**config.mk**
```make
export PLATFORM = sky130hd
export DESIGN_NAME = vga_pix_stream
export DESIGN_NICKNAME = d
export VERILOG_FILES = /design/src/rtl/vga_pkg.sv /design/src/rtl/vga_pix_fifo.sv /design/src/rtl/vga_pix_stream.sv
export SDC_FILE = /design/constraint.sdc
export NUM_CORES = 1
export LEC_CHECK = 0
export BUFFER_PORTS_ARGS = -buffer_cell sky130_fd_sc_hd__buf_2
export CAP_MARGIN = 0
export CORE_MARGIN = 2
export CORE_UTILIZATION = 64
export CTS_BUF_LIST = sky130_fd_sc_hd__clkbuf_4 sky130_fd_sc_hd__clkbuf_8
export DETAILED_ROUTE_END_ITERATION = 12
export PLACE_DENSITY_LB_ADDON = 0.08
export SYNTH_ARGS = -nofsm -noshare
export SYNTH_HDL_FRONTEND = slang
export SYNTH_HIERARCHICAL = 1
export SYNTH_SLANG_ARGS = --single-unit
```
**constraint.sdc**
```tcl
create_clock -name clk -period 5.8 [get_ports clk]
set_input_delay 0.58 -clock clk [delete_from_list [all_inputs] [get_ports clk]]
set_output_delay 0.58 -clock clk [all_outputs]
set_load 0.005 [all_outputs]
```
**src/rtl/vga_pkg.sv**
```systemverilog
`default_nettype none
// ============================================================================
// Module   : vga_pkg
// Purpose  : Shared constants and types for the VGA pixel stream front end.
//            Holds the resolution constants, the RGB888 pixel struct, the
//            FIFO word layout (pixel plus start-of-frame flag) and the
//            stream alignment state encoding.
// Revision : 1.0 - initial release
// ============================================================================
package vga_pkg;

  localparam int H_ACT       = 640;
  localparam int V_ACT       = 480;
  localparam int FRAME_PIX   = H_ACT * V_ACT;
  localparam int PIX_CNT_W   = 19;
  localparam int FIFO_ADDR_W = 4;

  typedef struct packed {
    logic [7:0] r;
    logic [7:0] g;
    logic [7:0] b;
  } rgb_t;

  typedef struct packed {
    logic sof;
    rgb_t pix;
  } fifo_word_t;

  typedef enum logic [1:0] {
    SYNC  = 2'd0,
    ARMED = 2'd1,
    RUN   = 2'd2
  } state_t;

endpackage
`default_nettype wire

```
**src/rtl/vga_pix_fifo.sv**
```systemverilog
`default_nettype none
// ============================================================================
// Module   : vga_pix_fifo
// Purpose  : Single-clock synchronous FIFO with show-ahead output. The head
//            word is always visible on dout so the caller can inspect it
//            before deciding to pop.
// Ports    : clk, rst_n (sync, active low)
//            push/din  - write one word (ignored when full)
//            pop       - drop the head word (ignored when empty)
//            flush     - empty the FIFO; overrides push and pop
//            dout      - current head word
//            count     - occupancy, 0..2**ADDR_W
//            full/empty- occupancy flags decoded from count
// Revision : 1.0 - initial release
// ============================================================================
module vga_pix_fifo #(
  parameter int ADDR_W = 4,
  parameter int DATA_W = 25
) (
  input  logic              clk,
  input  logic              rst_n,
  input  logic              push,
  input  logic              pop,
  input  logic              flush,
  input  logic [DATA_W-1:0] din,
  output logic [DATA_W-1:0] dout,
  output logic [ADDR_W:0]   count,
  output logic              full,
  output logic              empty
);

  localparam int              DEPTH     = 1 << ADDR_W;
  localparam logic [ADDR_W:0] DEPTH_CNT = (ADDR_W + 1)'(DEPTH);

  logic [DATA_W-1:0] mem [DEPTH];
  logic [ADDR_W-1:0] wr_ptr;
  logic [ADDR_W-1:0] rd_ptr;
  logic              do_push;
  logic              do_pop;

  assign full    = (count == DEPTH_CNT);
  assign empty   = (count == '0);
  assign do_push = push & ~full;
  assign do_pop  = pop & ~empty;
  assign dout    = mem[rd_ptr];

  always_ff @(posedge clk) begin
    if (!rst_n) begin
      wr_ptr <= '0;
      rd_ptr <= '0;
      count  <= '0;
    end else if (flush) begin
      wr_ptr <= '0;
      rd_ptr <= '0;
      count  <= '0;
    end else begin
      if (do_push) wr_ptr <= wr_ptr + 1'b1;
      if (do_pop)  rd_ptr <= rd_ptr + 1'b1;
      case ({do_push, do_pop})
        2'b10:   count <= count + 1'b1;
        2'b01:   count <= count - 1'b1;
        default: count <= count;
      endcase
    end
  end

  // Storage carries no reset; stale entries are never visible because the
  // head is only consumed while count is non-zero.
  always_ff @(posedge clk) begin
    if (do_push && !flush) mem[wr_ptr] <= din;
  end

endmodule
`default_nettype wire

```
**src/rtl/vga_pix_stream.sv**
```systemverilog
`default_nettype none
// ============================================================================
// Module   : vga_pix_stream
// Purpose  : Buffers a valid/ready RGB888 stream and aligns it to the VGA
//            frame using the timing stage's frame_start and pix_req. One
//            registered pixel is produced per pix_req; underflow or stream
//            misalignment blacks out the output, raises a sticky flag and
//            re-synchronises on the next start-of-frame word.
// Ports    : clk, rst_n (sync, active low)
//            s_valid/s_ready/s_data/s_sof - upstream pixel stream
//            frame_start, pix_req         - from the timing stage
//            rgb_r/g/b, pix_valid         - registered pixel output
//            underflow, sync_err, clr_err - sticky error flags and clear
// Revision : 1.0 - initial release
// ============================================================================
module vga_pix_stream #(
  parameter int H_ACT     = vga_pkg::H_ACT,
  parameter int V_ACT     = vga_pkg::V_ACT,
  parameter int FRAME_PIX = H_ACT * V_ACT,
  parameter int ADDR_W    = vga_pkg::FIFO_ADDR_W
) (
  input  logic        clk,
  input  logic        rst_n,
  input  logic        s_valid,
  output logic        s_ready,
  input  logic [23:0] s_data,
  input  logic        s_sof,
  input  logic        frame_start,
  input  logic        pix_req,
  output logic [7:0]  rgb_r,
  output logic [7:0]  rgb_g,
  output logic [7:0]  rgb_b,
  output logic        pix_valid,
  output logic        underflow,
  output logic        sync_err,
  input  logic        clr_err
);

  import vga_pkg::*;

  localparam logic [ADDR_W:0]      DEPTH_CNT = (ADDR_W + 1)'(1 << ADDR_W);
  localparam logic [PIX_CNT_W-1:0] LAST_PIX  = PIX_CNT_W'(FRAME_PIX - 1);

  state_t               state_q, state_d;
  logic [PIX_CNT_W-1:0] cnt_q, cnt_d;
  rgb_t                 pix_d;
  fifo_word_t           head;
  logic [ADDR_W:0]      fifo_count;
  logic                 fifo_full;
  logic                 fifo_empty;
  logic                 push;
  logic                 pop;
  logic                 flush;
  logic                 set_uf;
  logic                 set_se;

  assign s_ready = (fifo_count != DEPTH_CNT);
  assign push    = s_valid & ~fifo_full;

  vga_pix_fifo #(
    .ADDR_W (ADDR_W),
    .DATA_W ($bits(fifo_word_t))
  ) u_fifo (
    .clk   (clk),
    .rst_n (rst_n),
    .push  (push),
    .pop   (pop),
    .flush (flush),
    .din   ({s_sof, s_data}),
    .dout  (head),
    .count (fifo_count),
    .full  (fifo_full),
    .empty (fifo_empty)
  );

  always_ff @(posedge clk) begin
    if (!rst_n) begin
      state_q <= SYNC;
      cnt_q   <= '0;
    end else begin
      state_q <= state_d;
      cnt_q   <= cnt_d;
    end
  end

  always_comb begin
    state_d = state_q;
    cnt_d   = cnt_q;
    pop     = 1'b0;
    flush   = 1'b0;
    pix_d   = '0;
    set_uf  = 1'b0;
    set_se  = 1'b0;
    case (state_q)
      SYNC: begin
        // Drain words until a start-of-frame reaches the head.
        if (!fifo_empty) begin
          if (head.sof) state_d = ARMED;
          else          pop     = 1'b1;
        end
      end
      ARMED: begin
        if (frame_start) begin
          state_d = RUN;
          cnt_d   = '0;
        end
      end
      RUN: begin
        // A frame_start here means the frame never finished: resync, and
        // any coincident pix_req is left black.
        if (frame_start) begin
          set_se  = 1'b1;
          flush   = 1'b1;
          state_d = SYNC;
        end else if (pix_req) begin
          if (fifo_empty) begin
            set_uf  = 1'b1;
            flush   = 1'b1;
            state_d = SYNC;
          end else if (head.sof && (cnt_q != '0)) begin
            set_se  = 1'b1;
            flush   = 1'b1;
            state_d = SYNC;
          end else begin
            pop   = 1'b1;
            pix_d = head.pix;
            if (cnt_q == LAST_PIX) begin
              // Frame complete; next sof is found by the SYNC drain.
              cnt_d   = '0;
              state_d = SYNC;
            end else begin
              cnt_d = cnt_q + 1'b1;
            end
          end
        end
      end
      default: state_d = SYNC;
    endcase
  end

  always_ff @(posedge clk) begin
    if (!rst_n) begin
      rgb_r     <= '0;
      rgb_g     <= '0;
      rgb_b     <= '0;
      pix_valid <= 1'b0;
      underflow <= 1'b0;
      sync_err  <= 1'b0;
    end else begin
      rgb_r     <= pix_d.r;
      rgb_g     <= pix_d.g;
      rgb_b     <= pix_d.b;
      pix_valid <= pix_req;
      underflow <= set_uf | (underflow & ~clr_err);
      sync_err  <= set_se | (sync_err & ~clr_err);
    end
  end

endmodule
`default_nettype wire

```
==> qor_table.md, run 1 <==
| Result | Reported |
|:---|:---|
| Starting density of the core | 65.0% |
| Cell at the root of the clock tree | sky130_fd_sc_hd__clkbuf_8 |
| Port Buffers | 58 |
| Drc violations | 0 |
| Final worst path period need | 4310 ps |
| Routed Antenna Nets | 0 |
| Proportion of register bits with asynchronous set or reset after synthesis | 0% |
| Total routing resource utilization after global routing | 25.5% |
| Max-cap viol count | 0 |
| Antenna diode count | 0 |
| Synth Net Count | 1010 |
| Maximum number of pins on one net before global-route repair | 65 |
| Power density relative to cell area | 379 nW/um^2 |
| Storage cell area | 13300 um^2 |
| Yosys cell types | 67 |
| Pins over their slew limit | 0 |
| Total number of vias | 9271 |
| Hold slack | 290 ps |
| Filler cell count | 1727 |
| Source-to-sink clock delay at the later pin of the worst-skew pair | 590 ps |
| Total routed wirelength | 35500 um |
| Number of buffers created by CTS | 74 |
| Die boundary width | 172 um |
| Most used cells in the layout excluding fill and tap cells | sky130_fd_sc_hd__edfxtp_1 (400), sky130_fd_sc_hd__mux4_2 (100), sky130_fd_sc_hd__clkbuf_8 (84) |
| Status | finished clean |
| Largest fanout on the critical path | 27 |
| Cts hold-fix bufs | 0 |
| Final Hold Violating Endpoints | 0 |
| Syn Std Cell Area | 18000 um^2 |
| Synth warnings | 6 |
| Wire length of the first global-routing pass | 55100 um |
| TritonCTS clock tree | built |
| Antenna violations before repair | 0 |
| Total negative slack | 0 ps |
| Average via count per standard cell | 6.14 |
| Final cycle utilization of the critical path | 74.4% |
| Worst VDD drop | 0.287 mV |
| Sequential area share after synthesis | 73.8% |
| Router iterations before antenna repair | 5 |
| WP data required | 6310 ps |
| RSZ-0062 raised after global routing | no |
| Vias in the first global route | 9469 |
| Routed length per instance | 23.5 um |
| Syn_area_per_cell | 18.7 um^2 |
| Worst setup path class | register to register |
| Cell row count | 61 |
| Pin slew with the least headroom to its limit | 1070 ps |
| Fraction of final layout cells sized beyond drive strength 1 | 30.7% |
| Max Freq | 232 MHz |
| Post-CTS sizing | 0 |
| GP Congestion | 0.805 |
| Area growth, synth to finish | 13.1% |
| Arrival time of data at the critical path endpoint | 4820 ps |
| Max clock buf depth | 3 |
| Setup crit end kind | register |
| Final count of negative-setup-slack endpoints | 0 |
| # IOs | 59 |
| Die Y-Extent | 172 um |
| Layout Cell Area excl Fill | 20400 um^2 |
| Final #Nets | 1115 |
| Setup Fix Bufs, Post-CTS | 0 |
| Clk_skew | 31.0 ps |
| Clock-pin slew on the worst setup and hold paths | 60 ps |
| Setup crit start kind | register |
| Number of flops mapped to enable cells by yosys | 400 |
| Total cell area at the placement stage | 18900 um^2 |
| Worst relative slew slack | 28.6% |
| Drt first-iter violations | 836 |
| Class of the tightest hold or removal check | input pin to register |
| Commonest non-fill, non-tap cell in the layout | sky130_fd_sc_hd__edfxtp_1 |
| Full die area | 29600 um^2 |
| Global route total overflow | 0 |
| Static power due to leakage | 6.76 nW |
| Multi-input logic area | 4560 um^2 |
| H-tree levels | 3 |
| Cell count after synthesis | 967 |
| Floorplan Core Area | 27800 um^2 |
| Clock tree sinks | 465 |
| Flops & latches, synth | 465 |
| HPWL after detailed placement | 19600 um |
| Dominant synthesized flop cell | sky130_fd_sc_hd__edfxtp_1 |
critical path, stage by stage, from the launching register on:
cell                       delay, ps
sky130_fd_sc_hd__dfxtp_4         700
sky130_fd_sc_hd__mux4_2          580
sky130_fd_sc_hd__a22oi_1         190
sky130_fd_sc_hd__nand2_1         140
sky130_fd_sc_hd__o21ai_1         490
sky130_fd_sc_hd__a21oi_1         160
sky130_fd_sc_hd__nor2_1          250
sky130_fd_sc_hd__o21ai_4         120
sky130_fd_sc_hd__inv_1            80
sky130_fd_sc_hd__ha_1            260
sky130_fd_sc_hd__inv_1           110
sky130_fd_sc_hd__fa_1            410
sky130_fd_sc_hd__nand2b_1        160
sky130_fd_sc_hd__a21oi_1         160
sky130_fd_sc_hd__mux2i_1         230
sky130_fd_sc_hd__mux2i_1         190
final cells by class:
type	count	area share, %
Inverter	15	0.300
Timing Repair Buffer	78	2.22
Tap cell	378	2.32
Clock buffer	118	6.91
Multi-Input combinational cell	438	22.3
Clock inverter	17	0.717
Sequential cell	465	65.2
where the power goes:
part	total, mW	internal [mW]	switching, mW
Combinational	1.05	0.522	0.525
Sequential	3.84	3.74	0.0979
Clock	2.86	1.64	1.22
Total	7.74	5.90	1.84
synth_stat cells, drive strengths merged, types with 3 or more instances:
cell / n / area (um^2)
nand3b: 6 / 45.0
mux4: 100 / 2250
a21oi: 16 / 95.1
or4: 4 / 33.8
a22oi: 50 / 375
o21ai: 10 / 61.3
o21a: 3 / 30.0
nor2b: 9 / 56.3
edfxtp: 400 / 12000
nand2: 52 / 200
buf: 21 / 129
clkbuf: 28 / 108
o31ai: 4 / 30.0
xor2: 5 / 43.8
ha: 11 / 138
nand4: 4 / 31.3
nor3: 12 / 65.1
nor2: 39 / 146
inv: 14 / 52.6
a32oi: 3 / 26.3
nor4: 6 / 58.8
a22o: 6 / 52.6
dfxtp: 65 / 1300
and2: 29 / 181
nand2b: 6 / 37.5
o211ai: 8 / 65.1
nand3: 21 / 110
mux2i: 3 / 30.0
kinds of logic (layout without fill, tap and decap cells):
logic type,count (synthesis),count (layout),share of synthesized area (%)
DFF,465,465,73.8
and+or+nand+nor,201,201,6.00
AOI/OAI and AO/OA,116,116,4.78
muxes,103,103,12.6
buffers and inverters,64,228,1.65
adders and majority gates,12,12,0.873
xor gates and xnor gates,6,6,0.291
stage by stage:
step	instances	worst slack, ps	power (mW)	util, %
6_report	1509	1490	7.74	73.5
5_1_grt	1509	1110	8.08	73.5
4_1_cts	1509	1480	7.82	73.5
3_5_place_dp	1374	1480	4.97	67.9
3_3_place_gp	1374	1640	4.94	67.9
2_1_floorplan	967	808	4.74	-
per-layer routing:
metal,global-route usage (%),part of all wire [%],up-vias
met4,7.31,1.4,0
met2,40.7,50,337
met5,0,0,-
met1,36.8,42,4763
li1,-,-,4127
met3,5.26,7.1,44
path summary, 6_finish.rpt:
kind / cells past startpoint / startpoint / slack (ps) / end
worst max register to register: 15 / register / 1490 / u_fifo/count[4]$_SDFFE_PP0P_
worst max-delay path: 15 / register / 1490 / u_fifo/count[4]$_SDFFE_PP0P_
worst min-delay path: 2 / pix_req / 290 / pix_valid$_SDFF_PN0_
worst min register to register: 2 / u_fifo/rd_ptr[3]$_SDFFE_PP0P_ / 520 / u_fifo/rd_ptr[3]$_SDFFE_PP0P_
state kept, by name (all words and copies together), names as in the netlist, named ones only:
signal and flops:
rgb_b 8, pix_valid 1, rgb_r 8, sync_err 1, u_fifo/wr_ptr 4, underflow 1
u_fifo/count 5, u_fifo/mem 400, rgb_g 8, u_fifo/rd_ptr 4, state_q 2, cnt_q 19
Note: power is estimated with default switching activity, not from simulation.
==> run 2, diff against run 1 <==
--- a/config.mk
+++ b/config.mk
@@ -8,7 +8,7 @@
 export BUFFER_PORTS_ARGS = -buffer_cell sky130_fd_sc_hd__buf_2
 export CAP_MARGIN = 0
 export CORE_MARGIN = 2
-export CORE_UTILIZATION = 64
+export CORE_UTILIZATION = 58
 export CTS_BUF_LIST = sky130_fd_sc_hd__clkbuf_4 sky130_fd_sc_hd__clkbuf_8
 export DETAILED_ROUTE_END_ITERATION = 12
 export PLACE_DENSITY_LB_ADDON = 0.08
==> constraint.sdc (replaced) <==
create_clock -name clk -period 3.9 [get_ports clk]
set_input_delay 0.39 -clock clk [delete_from_list [all_inputs] [get_ports clk]]
set_output_delay 0.39 -clock clk [all_outputs]
set_load 0.005 [all_outputs]
==> qor_table.md, run 2 (same netlist as run 1, synthesis figures left out) <==
| Result | Reported | Delta |
|:---|:---|:---|
| Clk_skew | 30.3 ps | -0.737 ps |
| Total routed wirelength | 37800 um | +6.5% |
| Starting density of the core | 59.0% | -6.0 points |
| Highest metal layer with signal wires | met4 |  |
| Global route total overflow | 0 | unchanged |
| Max clock buf depth | 3 | unchanged |
| Number of buffers and inverters on the critical path | 2 | unchanged |
| Switching power as a share of total power | 24.3% | +0.53 points |
| HPWL after detailed placement | 20400 um | +4.1% |
| End-of-flow core utilization | 67.3% | -6.2 points |
| Total cell area at the placement stage | 19100 um^2 | +1.4% |
| RSZ-0062 raised after global routing | no |  |
| Final critical-path setup slack | 489 ps | -998 ps |
| Post-CTS sizing | 0 | unchanged |
| Total number of vias | 9495 | +2.4% |
| Clock tree sinks | 465 | unchanged |
| Drt first-iter violations | 843 | +0.84% |
| Final count of negative-setup-slack endpoints | 0 | unchanged |
| Net switching power | 2.75 mW | +49% |
| Flip-flop count of the largest register, all copies and words added | 400 | unchanged |
| Number of cells in the finished layout apart from fillers | 1545 | +2.4% |
| Hold slack | 75.3 ps | -215 ps |
| Family with the most delay on the worst path | multiplexers |  |
| Final Hold Violating Endpoints | 0 | unchanged |
| Routed length per instance | 24.4 um | +4.0% |
| Sequential group share of total power | 49.9% | +0.4 points |
| Commonest non-fill, non-tap cell in the layout | sky130_fd_sc_hd__edfxtp_1 |  |
| Average via count per standard cell | 6.15 | about the same |
| Total routing resource utilization after global routing | 23.7% | -1.9 points |
| Router iterations before antenna repair | 5 | unchanged |
| Final #Nets | 1132 | +1.5% |
| Met3 layer wire length in the routed design | 2110 um | -16% |
| Antenna violations before repair | 1 | +1 |
| Area growth, synth to finish | 14.1% |  |
| Final cycle utilization of the critical path | 87.5% | +13 points |
| Met1 Wirelength | 16100 um | +8.5% |
| Register with the most flip-flops | u_fifo/mem |  |
| CP max stage cell | sky130_fd_sc_hd__mux4_2 |  |
| Number of buffers created by CTS | 72 | -2.7% |
| Wire length of the first global-routing pass | 57400 um | +4.2% |
| Maximum number of pins on one net before global-route repair | 58 | -11% |
| Setup crit start kind | register |  |
| Filler cell count | 2090 | +21% |
| Worst VDD drop | 0.322 mV | +12% |
| Clock-pin slew on the worst setup and hold paths | 60 ps | about the same |
| Vias in the first global route | 9784 | +3.3% |
| Fraction of final layout cells sized beyond drive strength 1 | 31.4% | +0.68 points |
| Pins over their slew limit | 0 | unchanged |
| Met2 wire len | 18900 um | +7.1% |
| Die Y-Extent | 180 um | +4.9% |
| Most used cells in the layout excluding fill and tap cells | sky130_fd_sc_hd__edfxtp_1 (400), sky130_fd_sc_hd__mux4_2 (100), sky130_fd_sc_hd__clkbuf_8 (81) |  |
| Routed Antenna Nets | 0 | unchanged |
| Max-cap viol count | 0 | unchanged |
| Delay of the slowest cell on the worst path | 510 ps | -190 ps |
| Power density relative to cell area | 549 nW/um^2 | +45% |
| Static power due to leakage | 6.82 nW | +0.94% |
| Setup crit end kind | register |  |
| Worst relative slew slack | 43.2% | +15 points |
| Source-to-sink clock delay at the later pin of the worst-skew pair | 600 ps | about the same |
| Cell row count | 64 | +4.9% |
| Port Buffers | 58 | unchanged |
| Clock network fraction of total power | 35.6% | -1.3 points |
| GP Congestion | 0.817 | +1.5% |
| Storage cell area | 13300 um^2 | unchanged |
| Full die area | 32500 um^2 | +10% |
| Place WS | 508 ps | -974 ps |
| Pin slew with the least headroom to its limit | 851 ps | -217 ps |
| Worst setup path class | register to register |  |
| Floorplan Core Area | 30600 um^2 | +10% |
| Cell count after placement | 1411 | +2.7% |
| Setup Fix Bufs, Post-CTS | 0 | unchanged |
| Die boundary width | 180 um | +4.9% |
| Max Freq | 293 MHz | +26% |
| Post-route total power | 11.3 mW | +46% |
| Cell at the root of the clock tree | sky130_fd_sc_hd__clkbuf_8 |  |
| Final worst path period need | 3410 ps | -902 ps |
| Cts hold-fix bufs | 0 | unchanged |
| Largest fanout on the critical path | 6 | -78% |
| Arrival time of data at the critical path endpoint | 3920 ps | -900 ps |
| Layout Cell Area excl Fill | 20600 um^2 | +0.83% |
| TritonCTS clock tree | built |  |
| Drc violations | 0 | unchanged |
| Class of the tightest hold or removal check | input pin to register |  |
| Status | finished clean |  |
| Multi-input logic area | 4580 um^2 | +0.60% |
| Comb power frac | 14.5% | +1.0 points |
| H-tree levels | 3 | unchanged |
| Internal cell power | 8.56 mW | +45% |
| Largest registers in the final layout | u_fifo/mem: 400 flops, cnt_q: 19 flops |  |
| WP data required | 4410 ps | -1900 ps |
| # IOs | 59 | unchanged |
| Cell chain of the critical path | mux4_2, a22oi_1, nand2_1, o21ai_1, a21oi_1, nor2_1, o21ai_4, inv_1, ha_1, inv_1, fa_1, nand2b_1, a21oi_1, mux2i_1, mux2i_1 |  |
| Total negative slack | 0 ps | unchanged |
==> run 2: cell count changes in the layout (fill, tap and decap cells not counted), sizes merged <==
cell      change
clkinv        +9
bufinv        -2
clkinvlp      -1
diode         +1
buf          +19
clkbuf        -8
==> run 2: layout make-up <==
| class | count | area share (%) |
|---|---|---|
| multi-input combinational | 438 | 22.3 |
| clock inverter | 23 | 0.602 |
| timing repair buffer | 97 | 3.26 |
| tap | 396 | 2.41 |
| sequential | 465 | 64.7 |
| clock buffer | 110 | 6.47 |
| antenna | 1 | 0.0122 |
| inverter | 15 | 0.298 |
==> run 2: final timing paths <==
check / from / to / slack, ps / depth (start not counted)
max: register / u_fifo/count[4]$_SDFFE_PP0P_ / 490 / 15
max reg2reg: register / u_fifo/count[4]$_SDFFE_PP0P_ / 490 / 15
min reg2reg: sync_err$_SDFF_PN0_ / sync_err$_SDFF_PN0_ / 460 / 1
min: pix_req / pix_valid$_SDFF_PN0_ / 80 / 2
==> run 2: metal layers <==
metal,up-vias,global-route usage [%]
met5,-,0
met4,0,6.81
met3,54,4.22
met2,288,38.5
met1,4978,33.5
li1,4175,-
==> run 2: power by group through the flow <==
stage | sequential (mW) | clock (mW) | combinational, mW
after floorplan | 5.70 | 0 | 1.34
after global placement | 5.74 | 0 | 1.65
after detailed placement | 5.75 | 0 | 1.67
after CTS | 5.64 | 4.11 | 1.67
after global routing | 5.66 | 4.31 | 1.81
final | 5.64 | 4.03 | 1.64
==> run 3, diff against run 2 <==
--- a/config.mk
+++ b/config.mk
@@ -5,6 +5,7 @@
 export SDC_FILE = /design/constraint.sdc
 export NUM_CORES = 1
 export LEC_CHECK = 0
+export ABC_AREA = 1
 export BUFFER_PORTS_ARGS = -buffer_cell sky130_fd_sc_hd__buf_2
 export CAP_MARGIN = 0
 export CORE_MARGIN = 2
==> qor_table.md, run 3 <==
| Result | Reported | Delta |
|:---|:---|:---|
| Status | finished clean |  |
| Setup crit end kind | register |  |
| Commonest non-fill, non-tap cell in the layout | sky130_fd_sc_hd__nand2_1 |  |
| Class of the tightest hold or removal check | input pin to register |  |
| Antenna violations before repair | 1 | unchanged |
| Max Freq | 314 MHz | +7.0% |
| Flip-flop count of the largest register, all copies and words added | 400 | unchanged |
| Clock tree sinks | 465 | unchanged |
| Worst relative slew slack | 32.7% | -11 points |
| Syn Std Cell Area | 20800 um^2 | +15% |
| Router iterations before antenna repair | 6 | +1 |
| Fraction of final layout cells sized beyond drive strength 1 | 12.1% | -19 points |
| Max clock buf depth | 3 | unchanged |
| Vias in the first global route | 14300 | +46% |
| Average via count per standard cell | 5.19 | -16% |
| Setup crit start kind | register |  |
| Final cycle utilization of the critical path | 81.7% | -5.7 points |
| Hold slack | 49.9 ps | -25.3 ps |
| Worst VDD drop | 0.472 mV | +47% |
| Number of buffers created by CTS | 76 | +5.6% |
| Post-route total power | 14.1 mW | +25% |
| Sequential area share after synthesis | 64.0% | -9.8 points |
| Post-CTS sizing | 0 | unchanged |
| Max-cap viol count | 0 | unchanged |
| Yosys top cell area share | 57.7% | -8.8 points |
| GP Congestion | 0.935 | +14% |
| Routed Antenna Nets | 0 | unchanged |
| Leading post-synthesis cells by cell area | sky130_fd_sc_hd__edfxtp_1 (58%), sky130_fd_sc_hd__nand2_1 (12%), sky130_fd_sc_hd__nand3_1 (8.2%), sky130_fd_sc_hd__inv_1 (6.9%), sky130_fd_sc_hd__dfxtp_1 (6.3%) |  |
| Yosys cell types | 43 | -36% |
| Worst hold path cell count | 3 | +1 |
| Port Buffers | 58 | unchanged |
| Library cell with the highest instance count after synthesis | sky130_fd_sc_hd__nand2_1 |  |
| Synth warnings | 6 | unchanged |
| Floorplan Core Area | 35500 um^2 | +16% |
| Cell row count | 69 | +7.8% |
| Final Hold Violating Endpoints | 0 | unchanged |
| Power density relative to cell area | 613 nW/um^2 | +12% |
| Clk_skew | 22.3 ps | -7.99 ps |
| Static power due to leakage | 10.0 nW | +47% |
| Largest fanout on the critical path | 41 | +35 |
| Final count of negative-setup-slack endpoints | 0 | unchanged |
| Pin slew with the least headroom to its limit | 1010 ps | +158 ps |
| Dominant synthesized flop cell | sky130_fd_sc_hd__edfxtp_1 |  |
| Number of flops mapped to enable cells by yosys | 400 | unchanged |
| Drc violations | 0 | unchanged |
| Cts hold-fix bufs | 0 | unchanged |
| Maximum number of pins on one net before global-route repair | 80 | +38% |
| Area growth, synth to finish | 10.8% |  |
| Proportion of register bits with asynchronous set or reset after synthesis | 0% | unchanged |
| H-tree levels | 3 | unchanged |
| Drt first-iter violations | 944 | +12% |
| Antenna diode count | 0 | -1 |
| Routed length per instance | 17.1 um | -30% |
| Worst Hold Path EP | pix_valid$_SDFF_PN0_ |  |
| Total number of vias | 14200 | +49% |
| # IOs | 59 | unchanged |
| Starting density of the core | 58.6% | -0.36 points |
| Cell at the root of the clock tree | sky130_fd_sc_hd__clkbuf_8 |  |
| Die Y-Extent | 193 um | +7.2% |
| Launch instance of the worst min-delay path | pix_req |  |
| Flops & latches, synth | 465 | unchanged |
| Place WS | 725 ps | +218 ps |
| Syn_area_per_cell | 9.77 um^2 | -48% |
| Register with the most flip-flops | u_fifo/mem |  |
| Pins over their slew limit | 0 | unchanged |
| R2R Path End | u_fifo/count[4]$_SDFFE_PP0P_ |  |
| Source-to-sink clock delay at the later pin of the worst-skew pair | 610 ps | about the same |
| Full die area | 37400 um^2 | +15% |
| Total routed wirelength | 46800 um | +24% |
| Final worst path period need | 3190 ps | -223 ps |
| Number of cells traversed by the worst register-to-register path | 23 | +8 |
| Setup Fix Bufs, Post-CTS | 0 | unchanged |
| Top post-synthesis cells by count | sky130_fd_sc_hd__nand2_1 (640), sky130_fd_sc_hd__edfxtp_1 (400), sky130_fd_sc_hd__inv_1 (380), sky130_fd_sc_hd__nand3_1 (340), sky130_fd_sc_hd__nor2_1 (111) |  |
| Most used cells in the layout excluding fill and tap cells | sky130_fd_sc_hd__nand2_1 (640), sky130_fd_sc_hd__edfxtp_1 (400), sky130_fd_sc_hd__inv_1 (379) |  |
| Clock-pin slew on the worst setup and hold paths | 60 ps | about the same |
| Final critical-path setup slack | 712 ps | +223 ps |
| Worst setup path class | register to register |  |
| Dominant cell type by area after synthesis | sky130_fd_sc_hd__edfxtp_1 |  |
| HPWL after detailed placement | 27100 um | +32% |
| Global route total overflow | 0 | unchanged |
| Final #Nets | 2253 | +99% |
| Total negative slack | 0 ps | unchanged |
| Synth Net Count | 2172 | +120% |
| Largest registers in the final layout | u_fifo/mem: 400 flops, cnt_q: 19 flops |  |
| Cell count after synthesis | 2129 | +120% |
| TritonCTS clock tree | built |  |
| Wire length of the first global-routing pass | 75500 um | +31% |
| RSZ-0062 raised after global routing | no |  |
| WP data required | 4390 ps | -20 ps |
| Total routing resource utilization after global routing | 25.7% | +2.0 points |
| Die boundary width | 193 um | +7.2% |
| End-of-flow core utilization | 65.0% | -2.3 points |
| Arrival time of data at the critical path endpoint | 3680 ps | -240 ps |
| Worst reg-to-reg setup slack | 710 ps | +220 ps |
==> run 3: cell types whose count changed after synthesis, moves of 40 or more <==
cell,previous run,this run
sky130_fd_sc_hd__nor2_1,39,111
sky130_fd_sc_hd__a22oi_1,50,0
sky130_fd_sc_hd__mux4_2,100,0
sky130_fd_sc_hd__buf_6,4,44
sky130_fd_sc_hd__nand2_1,50,640
sky130_fd_sc_hd__nand3_1,20,340
sky130_fd_sc_hd__inv_1,14,380
==> run 3: how the worst max path moves through the flow <==
stage	to	slack, ps	startpoint
after floorplan	u_fifo/mem[11][0]$_DFFE_PP_	240	register
after global routing	u_fifo/count[4]$_SDFFE_PP0P_	400	register
final	u_fifo/count[4]$_SDFFE_PP0P_	710	register
after global placement	u_fifo/count[4]$_SDFFE_PP0P_	790	register
after CTS	u_fifo/count[4]$_SDFFE_PP0P_	700	register
after detailed placement	u_fifo/count[4]$_SDFFE_PP0P_	730	register
==> run 3: layout make-up <==
cell class,count,area [um^2]
Inverter,388,1470
Timing Repair Buffer,93,678
Fill cell,2886,12400
Tap cell,461,577
Multi-Input combinational cell,1186,5370
Clock buffer,120,1470
Clock inverter,17,180
Sequential cell,465,13300
==> run 3: power by group <==
part           internal [mW]  switching (mW)
Combinational           1.16            2.67
Sequential              5.66           0.157
Clock                   2.65            1.85
==> run 3: kinds of logic after synthesis <==
logic type,synth area share (%)
simple gates,23.1
compound gates,1.18
xor+xnor,0.295
flops,64.0
fa+ha+maj,0.758
buf+inv,10.7
==> run 3: stage by stage <==
step	cell area [um^2]	instances
floorplan	20800	2129
global placement	21400	2593
detailed placement	21400	2593
CTS	23100	2730
global route	23100	2730
finish	23100	2730
==> run 3: critical path: stages (launching register included) <==
cell	delay [ps]
sky130_fd_sc_hd__dfxtp_4	390
sky130_fd_sc_hd__inv_6	250
sky130_fd_sc_hd__nand2_1	110
sky130_fd_sc_hd__nand3_1	100
sky130_fd_sc_hd__nand3_1	70
sky130_fd_sc_hd__nand3_1	100
sky130_fd_sc_hd__nand2_1	130
sky130_fd_sc_hd__nand2_4	120
sky130_fd_sc_hd__nand2_4	90
sky130_fd_sc_hd__nor2_4	130
sky130_fd_sc_hd__a31o_2	140
sky130_fd_sc_hd__nand2_1	80
sky130_fd_sc_hd__inv_1	130
sky130_fd_sc_hd__ha_1	280
sky130_fd_sc_hd__inv_1	90
sky130_fd_sc_hd__fa_1	400
sky130_fd_sc_hd__inv_1	70
sky130_fd_sc_hd__nand2_1	40
sky130_fd_sc_hd__nand2_1	70
sky130_fd_sc_hd__nand2_1	60
sky130_fd_sc_hd__nand2_1	70
sky130_fd_sc_hd__nand3_1	80
sky130_fd_sc_hd__nand2_1	70
sky130_fd_sc_hd__inv_1	30
==> run 3: routing by layer <==
metal,track usage [%],vias up,share of wire (%)
met5,0,-,0.015
met4,9.64,2,2.7
met3,5.40,91,6.5
met2,41.3,405,47
met1,34.6,6693,44
li1,-,6979,-
